[config.mk]
export PLATFORM = sky130hd
export DESIGN_NAME = sifh_peak_finder_flat
export DESIGN_NICKNAME = d
export VERILOG_FILES = /design/src/rtl/sifh_peak_finder_pkg.sv /design/src/rtl/sifh_peak_finder_if.sv /design/src/rtl/sifh_max_tracker.sv /design/src/rtl/sifh_peak_finder.sv /design/src/flat_wrapper.sv
export SDC_FILE = /design/constraint.sdc
export NUM_CORES = 1
export LEC_CHECK = 0
export BUFFER_PORTS_ARGS = -buffer_cell sky130_fd_sc_hd__clkbuf_2
export CORE_ASPECT_RATIO = 0.75
export CORE_UTILIZATION = 55
export CTS_CLUSTER_SIZE = 10
export DETAILED_ROUTE_END_ITERATION = 10
export PLACE_DENSITY = 0.78
export REMOVE_ABC_BUFFERS = 1
export SLEW_MARGIN = 20
export SYNTH_ARGS = -nofsm -noshare
export SYNTH_HDL_FRONTEND = slang
export SYNTH_SLANG_ARGS = --single-unit
[constraint.sdc]
create_clock -name clk -period 3.3 [get_ports clk]
set_input_delay 0.66 -clock clk [delete_from_list [all_inputs] [get_ports clk]]
set_output_delay 0.66 -clock clk [all_outputs]
set_load 0.02 [all_outputs]
[src/rtl/sifh_peak_finder_pkg.sv]
// Shared sizing and FSM encoding for the SiFH per-pixel ToF peak finder.
package sifh_peak_finder_pkg;

  localparam int unsigned BIN_NUM_PER_HIS   = 16;
  localparam int unsigned PIXEL_NUM_PER_RAM = 4;
  localparam int unsigned PEAK_MAX          = 8;
  localparam int unsigned RAM_ADDR          = $clog2(BIN_NUM_PER_HIS * PIXEL_NUM_PER_RAM);
  localparam int unsigned NB                = $clog2(BIN_NUM_PER_HIS);
  localparam int unsigned NP = (PIXEL_NUM_PER_RAM > 1) ? $clog2(PIXEL_NUM_PER_RAM) : 1;

  localparam logic [RAM_ADDR-1:0] LAST_ADDR =
      RAM_ADDR'(BIN_NUM_PER_HIS * PIXEL_NUM_PER_RAM - 1);
  localparam logic [NB-1:0]       LAST_BIN  = NB'(BIN_NUM_PER_HIS - 1);
  localparam logic [NP-1:0]       LAST_PIX  = NP'(PIXEL_NUM_PER_RAM - 1);

  typedef enum logic [1:0] {
    IDLE  = 2'd0,
    SCAN  = 2'd1,
    DRAIN = 2'd2
  } state_e;

endpackage

[src/rtl/sifh_peak_finder_if.sv]
// Control, RAM read port and result bundle of the peak finder.
interface sifh_peak_finder_if;
  import sifh_peak_finder_pkg::*;

  logic                start;
  logic [PEAK_MAX-1:0] thr;
  logic [RAM_ADDR-1:0] raddr;
  logic                rEnable;
  logic                readFlag;
  logic [PEAK_MAX-1:0] counts;
  logic                busy;
  logic                peak_valid;
  logic [NP-1:0]       peak_pixel;
  logic [NB-1:0]       peak_bin;
  logic [PEAK_MAX-1:0] peak_count;
  logic                peak_hit;
  logic                done;

  modport master (
    input  start, thr, counts,
    output raddr, rEnable, readFlag, busy,
    output peak_valid, peak_pixel, peak_bin, peak_count, peak_hit, done
  );

  modport slave (
    output start, thr, counts,
    input  raddr, rEnable, readFlag, busy,
    input  peak_valid, peak_pixel, peak_bin, peak_count, peak_hit, done
  );

endinterface

[src/rtl/sifh_max_tracker.sv]
// Running argmax over one pixel's bins; result registers hold until the next last bin.
module sifh_max_tracker
  import sifh_peak_finder_pkg::*;
(
  input  logic                clk,
  input  logic                res,
  input  logic                in_valid,
  input  logic                first,
  input  logic                last,
  input  logic [NB-1:0]       bin,
  input  logic [PEAK_MAX-1:0] value,
  input  logic [PEAK_MAX-1:0] thr,
  output logic [PEAK_MAX-1:0] max,
  output logic [NB-1:0]       arg,
  output logic                hit,
  output logic                out_valid
);

  logic [PEAK_MAX-1:0] run_max, cand_max;
  logic [NB-1:0]       run_arg, cand_arg;
  logic                cand_hit;

  // Strictly greater keeps the lowest bin on ties.
  always_comb begin
    cand_max = run_max;
    cand_arg = run_arg;
    if (first) begin
      cand_max = value;
      cand_arg = '0;
    end else if (value > run_max) begin
      cand_max = value;
      cand_arg = bin;
    end
    cand_hit = (cand_max >= thr);
  end

  always_ff @(posedge clk or negedge res) begin
    if (!res) begin
      run_max   <= '0;
      run_arg   <= '0;
      max       <= '0;
      arg       <= '0;
      hit       <= 1'b0;
      out_valid <= 1'b0;
    end else begin
      out_valid <= in_valid && last;
      if (in_valid) begin
        run_max <= cand_max;
        run_arg <= cand_arg;
      end
      if (in_valid && last) begin
        max <= cand_max;
        arg <= cand_hit ? cand_arg : '0;
        hit <= cand_hit;
      end
    end
  end

endmodule

[src/rtl/sifh_peak_finder.sv]
// Sweeps the histogram RAM read port and reports the peak bin of every pixel.
module sifh_peak_finder
  import sifh_peak_finder_pkg::*;
(
  input logic               clk,
  input logic               res,
  sifh_peak_finder_if.master bus
);

  state_e              state;
  logic [RAM_ADDR-1:0] raddr_q;
  logic                ren_q;
  logic                busy_q;
  logic                drain_q;
  logic [PEAK_MAX-1:0] thr_q;

  logic                tag_valid;
  logic [NB-1:0]       tag_bin;
  logic [NP-1:0]       tag_pix;
  logic                tag_first, tag_last;

  logic [NP-1:0]       pixel_q;
  logic                done_q;

  logic [PEAK_MAX-1:0] trk_max;
  logic [NB-1:0]       trk_arg;
  logic                trk_hit, trk_valid;

  always_ff @(posedge clk or negedge res) begin
    if (!res) begin
      state   <= IDLE;
      raddr_q <= '0;
      ren_q   <= 1'b0;
      busy_q  <= 1'b0;
      drain_q <= 1'b0;
      thr_q   <= '0;
    end else begin
      unique case (state)
        IDLE: begin
          if (bus.start) begin
            thr_q   <= bus.thr;
            raddr_q <= '0;
            ren_q   <= 1'b1;
            busy_q  <= 1'b1;
            state   <= SCAN;
          end
        end
        SCAN: begin
          if (raddr_q == LAST_ADDR) begin
            ren_q   <= 1'b0;
            drain_q <= 1'b0;
            state   <= DRAIN;
          end else begin
            raddr_q <= raddr_q + 1'b1;
          end
        end
        DRAIN: begin
          // One cycle for the last read data, one for the result register.
          if (drain_q) begin
            busy_q <= 1'b0;
            state  <= IDLE;
          end else begin
            drain_q <= 1'b1;
          end
        end
        default: state <= IDLE;
      endcase
    end
  end

  // Tags travel with each read so they line up with counts one cycle later.
  always_ff @(posedge clk or negedge res) begin
    if (!res) begin
      tag_valid <= 1'b0;
      tag_bin   <= '0;
      tag_pix   <= '0;
    end else begin
      tag_valid <= ren_q;
      tag_bin   <= raddr_q[NB-1:0];
      tag_pix   <= NP'(raddr_q >> NB);
    end
  end

  assign tag_first = (tag_bin == '0);
  assign tag_last  = (tag_bin == LAST_BIN);

  always_ff @(posedge clk or negedge res) begin
    if (!res) begin
      pixel_q <= '0;
      done_q  <= 1'b0;
    end else begin
      done_q <= tag_valid && tag_last && (tag_pix == LAST_PIX);
      if (tag_valid && tag_last) begin
        pixel_q <= tag_pix;
      end
    end
  end

  sifh_max_tracker u_tracker (
    .clk       (clk),
    .res       (res),
    .in_valid  (tag_valid),
    .first     (tag_first),
    .last      (tag_last),
    .bin       (tag_bin),
    .value     (bus.counts),
    .thr       (thr_q),
    .max       (trk_max),
    .arg       (trk_arg),
    .hit       (trk_hit),
    .out_valid (trk_valid)
  );

  assign bus.raddr      = raddr_q;
  assign bus.rEnable    = ren_q;
  assign bus.readFlag   = ren_q;
  assign bus.busy       = busy_q;
  assign bus.peak_valid = trk_valid;
  assign bus.peak_pixel = pixel_q;
  assign bus.peak_bin   = trk_arg;
  assign bus.peak_count = trk_max;
  assign bus.peak_hit   = trk_hit;
  assign bus.done       = done_q;

endmodule
[src/flat_wrapper.sv]
// flat-port wrapper written by rule: the top's interface ports become plain ports
module sifh_peak_finder_flat import sifh_peak_finder_pkg::*;
  (clk, res, bus_start, bus_thr, bus_counts, bus_raddr, bus_rEnable, bus_readFlag, bus_busy, bus_peak_valid, bus_peak_pixel, bus_peak_bin, bus_peak_count, bus_peak_hit, bus_done);
  sifh_peak_finder_if bus_i ();
  input logic clk;
  input logic res;
  input wire logic [$bits(bus_i.start)-1:0] bus_start;
  input wire logic [$bits(bus_i.thr)-1:0] bus_thr;
  input wire logic [$bits(bus_i.counts)-1:0] bus_counts;
  output wire logic [$bits(bus_i.raddr)-1:0] bus_raddr;
  output wire logic [$bits(bus_i.rEnable)-1:0] bus_rEnable;
  output wire logic [$bits(bus_i.readFlag)-1:0] bus_readFlag;
  output wire logic [$bits(bus_i.busy)-1:0] bus_busy;
  output wire logic [$bits(bus_i.peak_valid)-1:0] bus_peak_valid;
  output wire logic [$bits(bus_i.peak_pixel)-1:0] bus_peak_pixel;
  output wire logic [$bits(bus_i.peak_bin)-1:0] bus_peak_bin;
  output wire logic [$bits(bus_i.peak_count)-1:0] bus_peak_count;
  output wire logic [$bits(bus_i.peak_hit)-1:0] bus_peak_hit;
  output wire logic [$bits(bus_i.done)-1:0] bus_done;
  assign bus_i.start = bus_start;
  assign bus_i.thr = bus_thr;
  assign bus_i.counts = bus_counts;
  assign bus_raddr = bus_i.raddr;
  assign bus_rEnable = bus_i.rEnable;
  assign bus_readFlag = bus_i.readFlag;
  assign bus_busy = bus_i.busy;
  assign bus_peak_valid = bus_i.peak_valid;
  assign bus_peak_pixel = bus_i.peak_pixel;
  assign bus_peak_bin = bus_i.peak_bin;
  assign bus_peak_count = bus_i.peak_count;
  assign bus_peak_hit = bus_i.peak_hit;
  assign bus_done = bus_i.done;
  sifh_peak_finder u_core (.clk(clk), .res(res), .bus(bus_i));
endmodule
### Yosys cells after proc, flatten, opt, wreduce, memory -nomap -nowiden

Cells that the tools add are included.

* flip-flop bits (word level): 55
* memory bits (writable): 0
* bits in latches: 0
* bits in read-only memories: 0
* logic and storage cells: 60
* output and inout bits: 26
* memories kept: 0
* input bits: 19

* bitwise operators: 0
* equality and inequality tests: 9
* order comparisons: 2
* reductions and logical operators: 13
* $add $sub $neg: 1
* shift operators: 0
* mux-type cells: 18
* $mul: 0
* divide/modulo/power cells: 0

Operator list (number)
* $mux 8: 2
* $mux 4: 3
* $mux 6: 2
* $pmux 6 s2: 1
* $reduce_and 3->1: 4
* $ge 8x8->1: 1
* $gt 8x8->1: 1
* $add 6x1->6 const B: 1
* $eq 6x6->1 const B: 1
* $mux 2: 3
* $pmux 1 s2: 3
* $pmux 2 s3: 1
* $reduce_bool 2->1: 3
* $eq 2x2->1 const B: 2
* $eq 4x4->1 const B: 1
* $logic_not 4->1: 1
* $ne 2x1->1 const B: 2
* $ne 2x2->1 const B: 2
* $reduce_and 2->1: 2
* $mux 1: 3
* $eq 2x1->1 const B: 1
* $logic_and 1x1->1: 2
* $logic_not 2->1: 1

### Depth between registers and ports, before layout

* depth in word-level cells: 5
* mapped depth: 14
* mapped depth without buffers: 14

### Cells and area by module

Synthesis repeated with hierarchy kept, for this count alone.

* cells, all modules: 303
* area total of the unflattened synthesis: 2989.1 µm²

By module, submodules not included
* sifh_max_tracker: cells an instance 192, times used 1, area an instance 1776.7 µm²
* sifh_peak_finder: cells an instance 111, times used 1, area an instance 1212.4 µm²

### Least setup slack after synthesis

No wires, ideal clock.

* path type: input-to-reg
* from: input port bus_counts[1]
* to: register u_core.u_tracker.arg[2]
* data required time: 3.179 ns
* data arrival time: 3.138 ns
* setup time: 0.121 ns
* slack: 0.041 ns
* cell stages on the path: 12
* path through: ha_1 -> nor2b_2 -> o211ai_1 -> a211oi_2 -> nor3_4 -> mux2_2 -> ha_1 -> a21o_1 -> a21o_1 -> a21oi_1 -> a21oi_1 -> a22o_1

* longest elaborated chain between the ends: 5

Ends and longest elaborated chain
* start: declaration: RTL line flat_wrapper.sv:9 `input wire logic [$bits(bus_i.counts)-1:0] bus_counts;`
* $gt 8x8->1: RTL line sifh_max_tracker.sv:30 `end else if (value > run_max) begin`
* $mux 8: RTL line sifh_max_tracker.sv:30
* $mux 8: RTL line sifh_max_tracker.sv:27 `if (first) begin`
* net u_core.u_tracker.cand_max[5]: RTL line sifh_max_tracker.sv:19 `logic [PEAK_MAX-1:0] run_max, cand_max;`
* $ge 8x8->1: RTL line sifh_max_tracker.sv:34 `cand_hit = (cand_max >= thr);`
* $mux 4: RTL line sifh_max_tracker.sv:53 `arg <= cand_hit ? cand_arg : '0;`
* end signal: assignment: RTL line sifh_max_tracker.sv:53
* end: declaration: RTL line sifh_max_tracker.sv:14 `output logic [NB-1:0] arg,`

The timed path passes the listed nets, and every way through them passes these cells.
A chain may end at the register's enable or synchronous reset.

### Final worst setup path

Ends and elaborated chain as after synthesis.

==> impl_metrics.tcl <==
set metrics [dict create \
    status "complete, no violations" \
    path_class "input port to flop" \
    synth_flop_cell "dfrtp_1" \
    cts-root-buf "clkbuf_8" \
    dpl_cell_area_mm2 0.00299 \
    fin_tns_setup_ps 0 \
    rsz0062_at_grt "no" \
    drc 0 \
    fill_cells 335 \
    hold_class "input port to asynchronous set/reset pin" \
    cts.sinks 55 \
    grt_pass1_vias 1664 \
    cts_tree "done" \
    die_area_mm2 0.00508 \
    period_share_pct 93.9 \
    fin_ws_ps 202 \
    post_drt_via_cell_ratio 5.35 \
    start_util_pct 58.3 \
    ys_seq_area_share_pct 52.2 \
    relSlewSlack_pct 59.5 \
    grt_max_degree 33 \
    drive_gt1_share_pct 34.6 \
    synth.area.top_cells "dfrtp_1 (52%), ha_1 (8.1%), mux2_2 (7.3%)" \
    portBuffers 44 \
    synth_cell_types 35 \
    peakVddDrop_mv 0.562 \
    first_pass_iters 4 \
    yosysTopAreaCell "dfrtp_1" \
    cp_max_fo 3 \
    post-route-util_pct 68.5 \
    clockBufferDepth 2 \
    cap_viol_max_count 0 \
    place_congestion 0.804 \
    coreArea_mm2 0.00452 \
    antenna_found_initial 0 \
    synth_edf_count 0 \
    vias 1851 \
    grt_pass1_wl_um 7940 \
    synth_most_common_cell "dfrtp_1" \
    die_w_um 81.9 \
    hold_viol_final 0 \
    yosys_warnings 0 \
    dp_hpwl_um 3820 \
    fmax_mhz 323 \
    synthArstFlopShare_pct 100 \
    finClkSkew_ps 14.3 \
    cp_data_arrival_time_ps 3300 \
    place_ws_ps -171 \
    final_area_mm2 0.00309 \
    drt_iter0_drc 42 \
    grt_use_total_pct 22.1 \
    clk_latency_ps 320 \
    area_growth_pct 17.4 \
    p_per_area_mw_per_mm2 946 \
    fin_crit_ps 3100 \
    n_antenna_cell 0 \
    synth_top_area_share_pct 52.2 \
    p_leak_uw 0.00158 \
    final_nets 324 \
    numCtsBuffers 5 \
    synth_common_cells "dfrtp_1 (55), nand2_1 (28), inv_1 (19)" \
    endpoint_kind "flop" \
    syn_inst 230 \
    whs_ps 322 \
    synth_seq_cells 55 \
    synth.avg_cell_area_um2 11.5 \
    setup_viol 0 \
    htree_levels 2 \
    wl_per_cell_um 14.7 \
    ios 45 \
    drv_slew 0 \
    start_kind "input port" \
    dieHeight_um 62.0 \
    clkTransAtPathRegs_ps 110 \
    grt_overflow 0 \
    post_cts.repair.setup_buffers 0 \
    rows 21 \
    worstMarginPinSlew_ps 608 \
    drt.antenna.violating_nets 0 \
    cp.required_ps 3500 \
    wl_um 5070 \
    netlist_area_mm2 0.00264 \
]
[cells in the final DEF, fill, tap and decap left out, types with 3 or more instances in the layout]
cell type and count:
clkbuf_8 6, a21o_1 5, and3_1 5, dfrtp_1 55, ha_1 17, mux2_2 17
mux2_4 6, nand2b_1 3, o21ai_0 17, inv_1 19, clkbuf_2 44, nand2_1 28
nand3_1 5, nor2_1 8, a21oi_1 12, xor2_1 4, nand4_1 3, buf_4 13
[stage by stage]
step | power, µW | instances
after floorplan | 2070 | 224
after global placement | 2450 | 338
after detailed placement | 2510 | 338
after CTS | 2930 | 346
after global routing | 3130 | 346
final | 2930 | 346
[state kept, by name, indices dropped and copies added (netlist names), 2 cells and up]
| signal | cells |
|---|---|
| u_core.thr_q | 8 |
| u_core.state | 2 |
| u_core.tag_pix | 2 |
| u_core.bus.raddr | 6 |
| u_core.tag_bin | 4 |
| u_core.u_tracker.max | 8 |
| u_core.bus.peak_pixel | 2 |
| u_core.u_tracker.run_max | 8 |
| u_core.u_tracker.arg | 4 |
| u_core.u_tracker.run_arg | 4 |
[metal layers]
| metal | up-vias | global-route usage, % | part of all wire (%) | wire length (µm) |
|---|---|---|---|---|
| met5 | - | 0 | 0 | 0 |
| met4 | 0 | 6.77 | 0.89 | 45 |
| met3 | 4 | 5.26 | 3.7 | 188 |
| li1 | 911 | - | - | - |
| met2 | 39 | 33.3 | 44 | 2250 |
| met1 | 897 | 31.8 | 51 | 2590 |
[path summary, 6_finish.rpt]
kind,cells past startpoint,end,slack (ps),from
max,13,u_core.u_tracker.arg[2],200,bus_counts[1]
min reg2reg,0,u_core.tag_valid,450,u_core.bus.rEnable
max reg2reg,13,u_core.u_tracker.arg[2],210,u_core.u_tracker.run_max[7]
min in group clk,0,u_core.tag_valid,450,u_core.bus.rEnable
max in group asynchronous,2,u_core.tag_bin[2],2150,res
min,1,u_core.u_tracker.run_max[1],320,res
[repair_timing]
action | in CTS | in global routing
resized for setup | 0 | 1
hold buffers | 0 | 0
endpoints found under the setup margin | 0 | 3
[kinds of logic after synthesis]
group / count (synthesis) / synth area share, %
adder cells (fa/ha/maj): 17 / 8.07
multiplexers: 24 / 11.1
flip-flops: 55 / 52.2
AO/OA/AOI/OAI: 45 / 11.0
XOR/XNOR: 4 / 1.33
AND/OR/NAND/NOR: 60 / 12.0
buffers and inverters: 25 / 4.32
[critical path, stage by stage]
cell and delay [ps]:
clkbuf_2 90, ha_1 300, nor2b_2 150, o211ai_1 180, a211oi_2 130, nor3_4 210
mux2_2 390, ha_1 320, a21o_1 190, a21o_1 180, a21oi_2 190, a21oi_1 110
a22o_1 200
[cell type report]
class	instances	area [µm²]	share of cell area [%]
multi-input combinational	150	1150	37.3
inverter	19	71.3	2.30
tap	57	71.3	2.30
sequential	55	1380	44.5
clock inverter	2	20.0	0.647
clock buffer	6	82.6	2.67
timing repair buffer	57	318	10.3
[where the power goes]
group	switching [µW]	internal (µW)	total [µW]
registers	206	925	1130
clock network	233	177	410
logic	725	659	1380
total	1160	1760	2930
Power figures use the tool's default switching activity.
